**config.mk**
```make
export PLATFORM = sky130hd
export DESIGN_NAME = mmio_bus_arbiter
export DESIGN_NICKNAME = d
export VERILOG_FILES = /design/src/rtl/mmio_bus_arbiter.sv
export SDC_FILE = /design/constraint.sdc
export NUM_CORES = 1
export LEC_CHECK = 0
export ABC_AREA = 0
export BUFFER_PORTS_ARGS = -buffer_cell sky130_fd_sc_hd__buf_4
export CORE_MARGIN = 10
export CORE_UTILIZATION = 44
export CTS_CLUSTER_DIAMETER = 60
export DETAILED_ROUTE_END_ITERATION = 10
export GPL_TIMING_DRIVEN = 0
export PLACE_DENSITY_LB_ADDON = 0.12
export SYNTH_ARGS = -nofsm -noshare
export SYNTH_HDL_FRONTEND = slang
export SYNTH_SLANG_ARGS = --single-unit
```
**constraint.sdc**
```tcl
create_clock -name clk -period 1.9 [get_ports clk]
set_input_delay 0.095 -clock clk [delete_from_list [all_inputs] [get_ports clk]]
set_output_delay 0.095 -clock clk [all_outputs]
set_load 0.005 [all_outputs]
```
**src/rtl/mmio_bus_arbiter.sv**
```systemverilog
// rtl/mmio_bus_arbiter.sv - two-master MMIO bus arbiter with issue/wait/respond sequencing
//
// Purpose: shares one cs/wr/rd MMIO bus between master 0 (CPU bridge, fixed
// priority) and master 1 (secondary master). A consecutive-grant limit on
// master 0 guarantees a waiting master 1 eventually gets a slot. Each access
// runs IDLE -> ISSUE -> (WAIT x WAIT_CYCLES) -> RESP.
//
// Ports:
//   clk, reset                      clock; asynchronous active-low reset
//   mN_req, mN_wr, mN_addr,
//   mN_wr_data                      request and attributes from master N
//   mN_ack, mN_rd_data              completion pulse and registered read data
//   b_mmio_cs, b_wr, b_rd,
//   b_addr, b_wr_data               bus drive toward mmio_sys
//   b_rd_data                       combinational read data from mmio_sys
//   grant                           one-hot current owner, 00 when idle
module mmio_bus_arbiter #(
  parameter int unsigned WAIT_CYCLES = 0,
  parameter int unsigned MAX_CONSEC  = 4
) (
  input  logic        clk,
  input  logic        reset,
  input  logic        m0_req,
  input  logic        m0_wr,
  input  logic [20:0] m0_addr,
  input  logic [31:0] m0_wr_data,
  output logic        m0_ack,
  output logic [31:0] m0_rd_data,
  input  logic        m1_req,
  input  logic        m1_wr,
  input  logic [20:0] m1_addr,
  input  logic [31:0] m1_wr_data,
  output logic        m1_ack,
  output logic [31:0] m1_rd_data,
  output logic        b_mmio_cs,
  output logic        b_wr,
  output logic        b_rd,
  output logic [20:0] b_addr,
  output logic [31:0] b_wr_data,
  input  logic [31:0] b_rd_data,
  output logic [1:0]  grant
);

  typedef enum logic [1:0] {S_IDLE, S_ISSUE, S_WAIT, S_RESP} state_t;

  localparam bit         HAS_WAIT  = (WAIT_CYCLES != 0);
  localparam logic [2:0] WAIT_LOAD = HAS_WAIT ? 3'(WAIT_CYCLES - 1) : 3'd0;
  localparam logic [3:0] MAX_C     = 4'(MAX_CONSEC);

  state_t      state, state_next;
  logic [3:0]  consec;
  logic [2:0]  wait_cnt;
  logic        lat_wr;
  logic [20:0] lat_addr;
  logic [31:0] lat_wr_data;
  logic        pick_m0, pick_m1;
  logic        capture;

  // Master 0 wins unless master 1 is waiting and master 0 has used up its
  // run of consecutive grants.
  assign pick_m0 = m0_req && (!m1_req || (consec < MAX_C));
  assign pick_m1 = m1_req && !pick_m0;

  always_ff @(posedge clk or negedge reset) begin
    if (!reset) state <= S_IDLE;
    else        state <= state_next;
  end

  always_comb begin
    state_next = state;
    b_mmio_cs  = 1'b0;
    b_wr       = 1'b0;
    b_rd       = 1'b0;
    b_addr     = '0;
    b_wr_data  = '0;
    m0_ack     = 1'b0;
    m1_ack     = 1'b0;
    capture    = 1'b0;
    case (state)
      S_IDLE: begin
        if (pick_m0 || pick_m1) state_next = S_ISSUE;
      end
      S_ISSUE: begin
        b_mmio_cs = 1'b1;
        b_wr      = lat_wr;
        b_rd      = !lat_wr;
        b_addr    = lat_addr;
        b_wr_data = lat_wr_data;
        if (HAS_WAIT) begin
          state_next = S_WAIT;
        end else begin
          state_next = S_RESP;
          capture    = !lat_wr;
        end
      end
      S_WAIT: begin
        // Bus held selected with strobes low so exactly one strobe per access.
        b_mmio_cs = 1'b1;
        b_addr    = lat_addr;
        b_wr_data = lat_wr_data;
        if (wait_cnt == 3'd0) begin
          state_next = S_RESP;
          capture    = !lat_wr;
        end
      end
      S_RESP: begin
        m0_ack     = grant[0];
        m1_ack     = grant[1];
        state_next = S_IDLE;
      end
      default: state_next = S_IDLE;
    endcase
  end

  always_ff @(posedge clk or negedge reset) begin
    if (!reset) begin
      grant       <= '0;
      consec      <= '0;
      wait_cnt    <= '0;
      lat_wr      <= 1'b0;
      lat_addr    <= '0;
      lat_wr_data <= '0;
      m0_rd_data  <= '0;
      m1_rd_data  <= '0;
    end else begin
      case (state)
        S_IDLE: begin
          if (pick_m0 || pick_m1) begin
            grant       <= {pick_m1, pick_m0};
            lat_wr      <= pick_m0 ? m0_wr      : m1_wr;
            lat_addr    <= pick_m0 ? m0_addr    : m1_addr;
            lat_wr_data <= pick_m0 ? m0_wr_data : m1_wr_data;
            // Only master-0 wins that pass over a waiting master 1 count.
            if (pick_m0 && m1_req) begin
              if (consec != MAX_C) consec <= consec + 4'd1;
            end else begin
              consec <= '0;
            end
          end
        end
        S_ISSUE: wait_cnt <= WAIT_LOAD;
        S_WAIT:  if (wait_cnt != 3'd0) wait_cnt <= wait_cnt - 3'd1;
        S_RESP:  grant <= '0;
        default: ;
      endcase
      // Read data goes straight into the owner's register so it is valid in RESP.
      if (capture) begin
        if (grant[0]) m0_rd_data <= b_rd_data;
        if (grant[1]) m1_rd_data <= b_rd_data;
      end
    end
  end

endmodule

```
==> metrics.yaml <==
synthTopCellsByCount: "dfrtp_1 (129), nand2_1 (109), mux2_4 (60), and2_1 (58)"
placeableCoreArea_mm2: 0.0140
areaGrowthSynthToFinish_pct: 69.4
grt_use_total_pct: 23.2
yosysWarnings: 0
first_pass_iters: 4
drv_cap: 0
die_area_mm2: 0.0196
clk_latency_ns: 0.41
hold_end: "lat_addr[5]$_DFFE_PN0P_"
io_pins: 268
synth-xor-area-share_pct: 0
r2r_start: "wait_cnt[1]$_DFFE_PN0P_"
r2r_cells: 7
synthMuxAreaShare_pct: 15.4
path_clk_slew_ns: 0.06
skew_ns: 0.00635
drtIter0Drc: 299
htreeDepth: 4
end_kind: "flip-flop"
async_flop_share_pct: 100
root_buffer: "clkbuf_16"
post_drt_wl_per_cell_um: 19.5
r2r_end: "m0_rd_data[24]$_DFFE_PN0P_"
synth_top_area_cell: "dfrtp_1"
synthAdderAreaFrac_pct: 1.77
antenna_left: 0
drc_errors: 0
finalCriticalPeriod_ns: 1.84
slew_violations: 0
yosys.cell_types.count: 31
dpl_worst_slack_ns: -0.0899
path_class: "reg -> reg"
grt_pass1_wl_um: 37100
clock-sinks: 129
grt_max_degree: 80
min_path_type: "in -> reg"
tightestPinTransition_ns: 0.503
die_y_um: 140
status: "completed"
syn_area_mm2: 0.00635
final_util_pct: 76.9
reg2reg_slack_ns: 0.06
vias: 6247
clock.fmax_ghz: 0.543
place.gp.congestion: 0.857
synth-edff-count: 0
cp_max_fo: 10
drt-total-wl_um: 23200
avgSynthCellArea_um2: 11.2
cellPowerDensity_mw_per_mm2: 1490
ys_ff_latch: 129
synth-simple-area-share_pct: 19.4
hp-start: "m0_addr[5]"
num_rows: 43
ir_worst_vdd_v: 0.000709
syn_nets: 721
max_slew_margin_pct: 66.5
cts_tree: "done"
cts_buffers: 17
grt_overflow_total: 0
start_util_pct: 45.4
worstPathArrival_ns: 2.14
finalNetCount: 1152
synth-compound-area-share_pct: 7.98
setup_viol: 0
grt_pass1_vias: 6844
cp-start-kind: "flip-flop"
rsz0062_at_grt: "yes"
synth_top_family_by_area: "simple AND/OR/NAND/NOR gates"
hold_depth: 3
seq_area_frac_synth_pct: 50.9
portBuffers: 267
ys.flop_type: "dfrtp_1"
hold_viol_final: 0
viasPerCell: 5.24
netlist_instances: 568
yosysMostFrequentCell: "dfrtp_1"
clock_path_buffers: 2
drive_gt1_share_pct: 40.7
die_w_um: 140
post-dp-hpwl_um: 15700
antenna_found_initial: 1
totalPowerFinal_uw: 16000
leakagePower_uw: 0.00516
fin_crit_sh_pct: 97.0
timing.final.ws_setup_ns: 0.0577
critPathRequiredTime_ns: 2.19
synth_top_area_share_pct: 50.9
netlist_top_cells_area: "dfrtp_1 (51%), mux2_4 (14%), nand2_1 (6.4%), o211ai_1 (6.4%), and2_1 (5.7%)"
[per-stage QoR]
stage,setup TNS [ns],std cells,hold WS (ns),area [um^2]
5_1_grt,-0.517,1193,0.0309,10800
6_report,0,1193,0.0275,10800
4_1_cts,0,1191,0.00364,10700
3_5_place_dp,-3.51,1016,0.0785,8610
2_1_floorplan,0,568,-0.201,6350
3_3_place_gp,-0.436,1015,0.337,8580
[cell type report]
cell class	count	area, um^2
tap	180	225
inverter	9	33.8
fill	882	3230
clock inverter	12	180
antenna	1	2.50
timing repair buffer	412	3470
buffer	49	304
sequential	129	3230
multi-input combinational	381	2840
clock buffer	20	467
[registers in the layout (all words and copies together), names as in the netlist]
name         cells
wait_cnt         3
lat_wr           1
grant            2
state            2
m0_rd_data      32
lat_addr        21
m1_rd_data      32
lat_wr_data     32
consec           4
[cell usage in the layout, fill, tap and decap left out, drive strengths merged]
cell type,count
buf,299
dlygate4sd3,141
dfrtp,129
nand2,109
mux2,66
and2,58
nand4,54
o211ai,54
clkbuf,41
inv,10
ha,9
o21ai,6
nand3,6
clkinvlp,5
bufinv,4
nor2b,2
nor2,2
a21oi,2
nand2b,2
a32o,2
a22o,2
clkinv,2
diode,1
o21a,1
and2b,1
a21o,1
nor4bb,1
o31ai,1
and4bb,1
mux2i,1
[worst max-delay path, cell delays in order, from the launching register on]
cell and delay, ns:
dfrtp_1 0.36, inv_1 0.05, ha_1 0.19, ha_2 0.21, a21o_2 0.25, nand3_4 0.13
buf_6 0.20, mux2_4 0.32
[where the power goes]
group	switching, uW	total, uW	internal (uW)
Clock	1210	3510	2300
Sequential	825	4920	4100
Combinational	3190	7600	4410
Total	5230	16000	10800
[kinds of logic after synthesis]
kind of cell	count (synthesis)
muxes	67
DFF	129
buffers and inverters	58
and+or+nand+nor	236
adders and majority gates	9
AOI/OAI and AO/OA	69
[how the worst max path moves through the flow]
stage	start	endpoint	cells past startpoint
finish	wait_cnt[1]$_DFFE_PN0P_	m0_rd_data[24]$_DFFE_PN0P_	7
CTS	state[0]$_DFFE_PN0P_	b_wr_data[25]	6
global route	wait_cnt[0]$_DFFE_PN0P_	m0_rd_data[17]$_DFFE_PN0P_	7
global placement	state[0]$_DFFE_PN0P_	m0_rd_data[2]$_DFFE_PN0P_	7
detailed placement	state[0]$_DFFE_PN0P_	lat_addr[6]$_DFFE_PN0P_	8
floorplan	state[0]$_DFFE_PN0P_	m0_rd_data[0]$_DFFE_PN0P_	7
[metal layers]
| layer | part of all wire (%) | global-route usage [%] | vias up |
|---|---|---|---|
| met4 | 2.6 | 8.59 | 0 |
| li1 | - | - | 2860 |
| met1 | 40 | 27.0 | 3041 |
| met3 | 8.1 | 7.74 | 51 |
| met5 | 0 | 0 | - |
| met2 | 49 | 38.8 | 295 |
[repair_timing]
| action | 4_1_cts | 5_1_grt |
|---|---|---|
| resized for setup | 14 | 12 |
| endpoints found under the hold margin | 169 | 0 |
| setup endpoints to repair | 140 | 144 |
| hold buffers | 141 | 0 |
| buffers inserted | 2 | 1 |
Note: power is estimated with default switching activity, not from simulation.
